--- config.mk ---
export PLATFORM = sky130hd
export DESIGN_NAME = polar_sweep_controller
export DESIGN_NICKNAME = d
export VERILOG_FILES = /design/src/rtl/polar_sweep_controller.sv
export SDC_FILE = /design/constraint.sdc
export NUM_CORES = 1
export LEC_CHECK = 0
export ABC_AREA = 1
export BUFFER_PORTS_ARGS = -buffer_cell sky130_fd_sc_hd__clkbuf_2
export CAP_MARGIN = 20
export CORE_MARGIN = 8
export CORE_UTILIZATION = 50
export CTS_BUF_LIST = sky130_fd_sc_hd__clkbuf_4
export CTS_CLUSTER_SIZE = 10
export DETAILED_ROUTE_END_ITERATION = 10
export PLACE_DENSITY = 0.74
export REMOVE_ABC_BUFFERS = 1
export SLEW_MARGIN = 20
export SYNTH_ARGS = -nofsm -noshare
export SYNTH_HDL_FRONTEND = slang
export SYNTH_SLANG_ARGS = --single-unit
--- constraint.sdc ---
create_clock -name clock -period 6.6 [get_ports clock]
set_input_delay 0.33 -clock clock [delete_from_list [all_inputs] [get_ports clock]]
set_output_delay 0.33 -clock clock [all_outputs]
set_load 0.02 [all_outputs]
--- src/rtl/polar_sweep_controller.sv ---
// Polar sweep controller: steps a servo through a ping-pong angle sweep,
// waits for settle, runs one range measurement per angle, feeds {theta,r}
// to an external polar-to-cartesian converter and hands each registered
// (x,y) point downstream over a valid/ready handshake.
module polar_sweep_controller #(
  parameter int unsigned SETTLE_CYCLES  = 2_700_000,
  parameter int unsigned TIMEOUT_CYCLES = 1_350_000,
  parameter logic [3:0]  ANGLE_MIN      = 4'h1,
  parameter logic [3:0]  ANGLE_MAX      = 4'h6,
  parameter int          CNT_W          = 24
) (
  input  logic               clock,
  input  logic               reset,
  input  logic               enable,
  output logic [3:0]         servo_angle,
  output logic               meas_start,
  input  logic               meas_done,
  input  logic [7:0]         meas_distance,
  output logic [11:0]        r_theta,
  input  logic signed [11:0] conv_x,
  input  logic signed [11:0] conv_y,
  output logic signed [11:0] point_x,
  output logic signed [11:0] point_y,
  output logic [3:0]         point_angle,
  output logic               point_no_echo,
  output logic               point_valid,
  input  logic               point_ready,
  output logic               sweep_done,
  output logic               busy
);

  localparam logic [CNT_W-1:0] SETTLE_LOAD  = CNT_W'(SETTLE_CYCLES - 1);
  localparam logic [CNT_W-1:0] TIMEOUT_LOAD = CNT_W'(TIMEOUT_CYCLES - 1);

  typedef enum logic [2:0] {
    IDLE    = 3'd0,
    MOVE    = 3'd1,
    MEASURE = 3'd2,
    CONVERT = 3'd3,
    OUTPUT  = 3'd4
  } state_t;

  state_t           state;
  state_t           next_state;
  logic [CNT_W-1:0] cnt;
  logic             dir_down;
  logic             no_echo_p0;

  // FSM strobes consumed by the datapath register block
  logic load_settle;
  logic load_timeout;
  logic cnt_dec;
  logic capture_echo;
  logic capture_none;
  logic latch_point;
  logic accept;

  assign busy = (state != IDLE);

  // State register
  always_ff @(posedge clock or posedge reset) begin
    if (reset) state <= IDLE;
    else       state <= next_state;
  end

  // Next-state and control strobes; meas_done is ignored on the meas_start cycle
  always_comb begin
    next_state   = state;
    load_settle  = 1'b0;
    load_timeout = 1'b0;
    cnt_dec      = 1'b0;
    capture_echo = 1'b0;
    capture_none = 1'b0;
    latch_point  = 1'b0;
    accept       = 1'b0;
    case (state)
      IDLE: begin
        if (enable) begin
          load_settle = 1'b1;
          next_state  = MOVE;
        end
      end
      MOVE: begin
        if (cnt == '0) begin
          load_timeout = 1'b1;
          next_state   = MEASURE;
        end else begin
          cnt_dec = 1'b1;
        end
      end
      MEASURE: begin
        if (!meas_start && meas_done) begin
          capture_echo = 1'b1;
          next_state   = CONVERT;
        end else if (cnt == '0) begin
          capture_none = 1'b1;
          next_state   = CONVERT;
        end else begin
          cnt_dec = 1'b1;
        end
      end
      CONVERT: begin
        latch_point = 1'b1;
        next_state  = OUTPUT;
      end
      OUTPUT: begin
        if (point_ready) begin
          accept = 1'b1;
          if (enable) begin
            load_settle = 1'b1;
            next_state  = MOVE;
          end else begin
            next_state = IDLE;
          end
        end
      end
      default: next_state = IDLE;
    endcase
  end

  // Datapath: counter, {theta,r} stage, point stage and ping-pong angle stepping
  always_ff @(posedge clock or posedge reset) begin
    if (reset) begin
      cnt           <= '0;
      dir_down      <= 1'b0;
      servo_angle   <= ANGLE_MIN;
      meas_start    <= 1'b0;
      sweep_done    <= 1'b0;
      no_echo_p0    <= 1'b0;
      r_theta       <= '0;
      point_x       <= '0;
      point_y       <= '0;
      point_angle   <= '0;
      point_no_echo <= 1'b0;
      point_valid   <= 1'b0;
    end else begin
      meas_start <= load_timeout;
      sweep_done <= 1'b0;

      if (load_settle)       cnt <= SETTLE_LOAD;
      else if (load_timeout) cnt <= TIMEOUT_LOAD;
      else if (cnt_dec)      cnt <= cnt - 1'b1;

      if (capture_echo) begin
        r_theta    <= {servo_angle, meas_distance};
        no_echo_p0 <= 1'b0;
      end else if (capture_none) begin
        r_theta    <= {servo_angle, 8'h00};
        no_echo_p0 <= 1'b1;
      end

      if (latch_point) begin
        point_x       <= conv_x;
        point_y       <= conv_y;
        point_angle   <= servo_angle;
        point_no_echo <= no_echo_p0;
        point_valid   <= 1'b1;
      end

      if (accept) begin
        point_valid <= 1'b0;
        if (!dir_down) begin
          if (servo_angle < ANGLE_MAX) begin
            servo_angle <= servo_angle + 4'd1;
          end else begin
            dir_down    <= 1'b1;
            servo_angle <= ANGLE_MAX - 4'd1;
            sweep_done  <= 1'b1;
          end
        end else begin
          if (servo_angle > ANGLE_MIN) begin
            servo_angle <= servo_angle - 4'd1;
          end else begin
            dir_down    <= 1'b0;
            servo_angle <= ANGLE_MIN + 4'd1;
            sweep_done  <= 1'b1;
          end
        end
      end
    end
  end

endmodule

# ---- After elaboration in Yosys (flattened, before gate mapping)
# Index checks and enable logic that the tools add are counted.
dict set report totals {
  reg_bits 77
  elab_cells 75
  inputBits 37
}
dict set report classes {
  mux 40
  magnitude_cmp 2
  addsub 3
  reduce_logical 9
  n_eq_ne 8
}
# op count
set op_table {}
lappend op_table {{$mux W24} 3}
lappend op_table {{$logic_not A24 Y1} 1}
lappend op_table {{$mux W1} 24}
lappend op_table {{$mux W12} 2}
lappend op_table {{$sub A24 B1 Y24 const B} 1}
lappend op_table {{$mux W3} 5}
lappend op_table {{$pmux W3 S5} 1}
lappend op_table {{$mux W4} 3}
lappend op_table {{$eq A3 B2 Y1 const B} 2}
lappend op_table {{$ne A2 B2 Y1 const B} 3}
lappend op_table {{$reduce_bool A3 Y1} 2}
lappend op_table {{$add A4 B1 Y4 const B} 1}
lappend op_table {{$gt A4 B1 Y1 const B} 1}
lappend op_table {{$lt A4 B3 Y1 const B} 1}
lappend op_table {{$pmux W1 S2} 2}
lappend op_table {{$reduce_and A4 Y1} 1}
lappend op_table {{$reduce_bool A2 Y1} 2}
lappend op_table {{$sub A4 B1 Y4 const B} 1}
lappend op_table {{$eq A3 B1 Y1 const B} 1}
lappend op_table {{$eq A3 B3 Y1 const B} 1}
lappend op_table {{$logic_not A3 Y1} 1}
lappend op_table {{$ne A3 B3 Y1 const B} 1}
lappend op_table {{$logic_and A1 B1 Y1} 1}
lappend op_table {{$logic_not A1 Y1} 1}

# ---- Logic depth before layout (Yosys ltp)
dict set report depth {
  ltp_word 7
  depth_mapped 12
  depth_no_buf 11
}

# ---- Worst setup path before layout
# OpenSTA, ideal clock, no wires.
dict set report synth_path {
  path_type {register -> register}
  startpoint {reg cnt[0]}
  endpoint {reg cnt[12]}
  period_less_slack_ns 1.571
  n_path_buf 1
  arrival_ns 1.449
  path_stages_with_launch 13
  path_slack_ns 5.029
  path_cell_list {dfrtp_1 -> inv_1 -> ha_1 -> nand3_1 -> nor2_1 -> nand3_4 -> nand2_8 -> inv_4 -> buf_6 -> nand2_1 -> nand2_1 -> nand2_1 -> nand2_1}
}
dict set report synth_between {
  elab_chain_len 5
}
# item line
set synth_lines {}
lappend synth_lines {{start: declaration} 45} ;# logic [CNT_W-1:0] cnt;
lappend synth_lines {{start signal: assignment} 142} ;# else if (cnt_dec) cnt <= cnt - 1'b1;
lappend synth_lines {{branches (longest 5 deep; another with $sub A24 B1 Y24)} -}
# Several ways; the timed one is not identified. The select of a mux whose other input is x is not followed.
# A chain may end at the register's enable or synchronous reset.

# ---- Final worst setup path
dict set report layout_path {
  startpoint {reg cnt[8]}
  endpoint {reg cnt[11]}
}
# Same word-level chain as after synthesis.

==> flow_summary.yaml <==
setup_path:
  crit_end: "cnt[11]$_DFFE_PP0P_"
  cp_slowest_cell: "dfrtp_1"
  arrival_ns: 2.40
  endpoint_kind: "flip-flop"
  r2r-end: "cnt[11]$_DFFE_PP0P_"
  critPathMaxFanout: 14
  crit_path_frequent_cell: "nand2_1"
  r2r_slack_ns: 4.52
  cp_cell_sequence: "nor2_1 -> nand2_1 -> nor2_4 -> nand4_2 -> nand2_2 -> nor2_8 -> nand2_1 -> nand2_1"
  worstSetupStartpoint: "cnt[8]$_DFFE_PP0P_"
  cp.required_ns: 6.93
  crit-reg2reg-launch: "cnt[8]$_DFFE_PP0P_"
  cp-start-kind: "flip-flop"
  path_class: "reg -> reg"
  worstRegToRegCells: 8
  cpPeakStageDelay_ns: 0.45
yosys:
  netlist_instances: 470
  ys_ff_latch: 77
  yosysWarningCount: 0
  yosys-top-cells-area: "dfrtp_1 48%, nand2_1 15%, mux2_2 6.9%"
  ys.flop_type: "dfrtp_1"
  synth_area_sq_um: 3941
  seq_area_frac_synth_pct: 48.92
  postSynth.asyncResetShare_pct: 100.0
  synth_top_area_share_pct: 48.25
  synth_edf_count: 0
  synth_largest_area_cell: "dfrtp_1"
  synth.avg_cell_area_sq_um: 8.386
  ys_types: 39
clock_network:
  root_buffer: "clkbuf_4"
  hold_buffers: 0
  clk-insertion-delay-late_ns: 0.42
  cts_resized: 0
  clk_pin_slew_ns: 0.14
  postCtsSetupBuffers: 0
  cts_tree: "yes"
  clock-sinks: 77
  cts_buffers: 9
  clk_path_buf_depth: 2
  h-tree-depth: 3
die:
  start_util_pct: 51.27
  coreArea_sq_um: 7687
  die_area_sq_um: 10980
  fp.dieW_um: 104.8
  top_level_ports: 86
  rows: 32
  die_h_um: 104.8
route:
  drtAntennaViolNets: 0
  wirelength_um: 9789
  drtIter0Drc: 181
  post-route-drc-count: 0
  route.vias.total: 3455
  via_per_inst: 5.172
  post_drt_wl_per_cell_um: 14.65
  firstDrtPassIters: 5
timing:
  timing.setup.tns_ns: 0
  relSlewSlack_pct: 35.74
  whs_ns: 0.1023
  slew_violations: 0
  layout_setup_ws_ns: 4.525
  rsz0062_at_grt: "false"
  finalHoldViolations: 0
  tightest_slew_ns: 0.9639
  period_share_pct: 31.45
  finalClockSkew_ns: 0.01634
  finalCriticalPeriod_ns: 2.075
  setup_viol: 0
  max_freq_mhz: 481.8
hold_path:
  holdPathStages: 3
  hold_path_class: "in -> reg"
power_and_ir_drop:
  power_density_nw_per_um2: 475.2
  total_power_mw: 2.189
  power.leakage_nw: 2.427
  ir_worst_vdd_uv: 289.0
run:
  maxCapViolations: 0
final_layout:
  final_core_util_pct: 59.93
  diodes: 0
  instances_no_fill: 668
  area_delta_synth_final_pct: 16.89
  layout-drive-gt1-share_pct: 26.68
  final_cell_area_sq_um: 4607
  layout.nets: 603
  fillCellCount: 696
global_route:
  grt_max_degree: 78
  grt_use_total_pct: 18.33
  grt_pass1_vias: 3576
  grt_pass1_wl_um: 16800
  antenna_found_initial: 0
  grt.overflow.total: 0
placed_design:
  placed_cell_area_sq_um: 4457
  dp_cells: 652
  portBuffers: 85
  globalplace.congestion: 0.9596
  pre_cts_ws_ns: 4.581
  dp_hpwl_um: 7339
outcome:
  outcome: "complete, no violations"
==> layer usage <==
| layer | vias to the layer above | routed length [um] | GRT usage, % |
|---|---|---|---|
| met4 | 0 | 119 | 5.403 |
| met5 | - | 0 | 0 |
| met2 | 138 | 4480 | 29.28 |
| li1 | 1697 | - | - |
| met1 | 1608 | 4115 | 21.69 |
| met3 | 12 | 1073 | 8.354 |
==> report_power, final <==
part | internal, mW | total [mW] | switching (mW)
logic | 0.373 | 1.06 | 0.689
registers | 0.665 | 0.818 | 0.153
clock network | 0.121 | 0.308 | 0.187
total | 1.16 | 2.19 | 1.03
==> layout by cell type, fill, tap and decap left out, types with 3 or more instances in the layout <==
master	Yosys	routed
nand2_1	154	154
clkbuf_2	0	85
dfrtp_1	76	76
nor2_1	57	57
inv_1	41	40
nand3_1	33	33
mux2_2	24	24
o21ai_0	20	20
clkbuf_4	0	9
nand4_1	7	7
inv_2	4	5
ha_1	5	5
a21oi_1	4	4
nor2_2	3	3
nand2_2	3	3
nor3_1	3	3
xnor2_1	3	3
==> area by class of cell <==
type,instances,area (sq um),area share (%)
Clock buffer,9,67.56,1.467
Multi-Input combinational cell,340,1785,38.76
Inverter,46,175.2,3.802
Timing Repair Buffer,87,440.4,9.560
Sequential cell,77,1928,41.85
Clock inverter,7,82.58,1.793
Tap cell,102,127.6,2.770
==> how the worst min path moves through the flow <==
stage,slack [ns],startpoint,endpoint
CTS,0.08,meas_distance[1],r_theta[1]$_DFFE_PP0P_
global route,0.08,meas_distance[1],r_theta[1]$_DFFE_PP0P_
finish,0.10,meas_distance[1],r_theta[1]$_DFFE_PP0P_
floorplan,0.45,meas_distance[0],r_theta[0]$_DFFE_PP0P_
detailed placement,0.46,r_theta[4]$_DFFE_PP0P_,r_theta[4]$_DFFE_PP0P_
global placement,0.45,r_theta[3]$_DFFE_PP0P_,r_theta[3]$_DFFE_PP0P_
==> registers in the layout, indices dropped and copies added (netlist names) <==
| name | cells |
|---|---|
| cnt | 24 |
| point_x | 12 |
| point_y | 12 |
| r_theta | 12 |
| point_angle | 4 |
| servo_angle | 4 |
| state | 3 |
| dir_down | 1 |
| meas_start | 1 |
| no_echo_p0 | 1 |
| point_no_echo | 1 |
| point_valid | 1 |
| sweep_done | 1 |
==> kinds of logic (layout without fill, tap and decap cells) <==
kind of cell	Yosys count	count (layout)	synth area share [%]
simple gates	272	272	30.57
flops	77	77	48.92
buf+inv	53	149	5.778
compound gates	35	35	5.397
mux	24	24	6.857
fa+ha+maj	5	5	1.587
xor+xnor	4	4	0.8891
==> synth_stat cells (3+ instances only) <==
cell,instances
nor3_1,3
nand4_1,7
mux2_2,24
nor2_1,57
inv_1,41
buf_6,3
ha_1,5
nand2_1,154
o21ai_0,20
a21oi_1,4
dfrtp_1,76
nand3_1,33
inv_2,4
xnor2_1,3
buf_2,3
nand2_2,3
nor2_2,3
==> worst max-delay path, delay by kind of cell, from the launching register on <==
kind             cells  cell delay (ns)
DFF                  1             0.45
and+or+nand+nor      8             1.52
No activity file was read; power rests on OpenSTA's default activity.
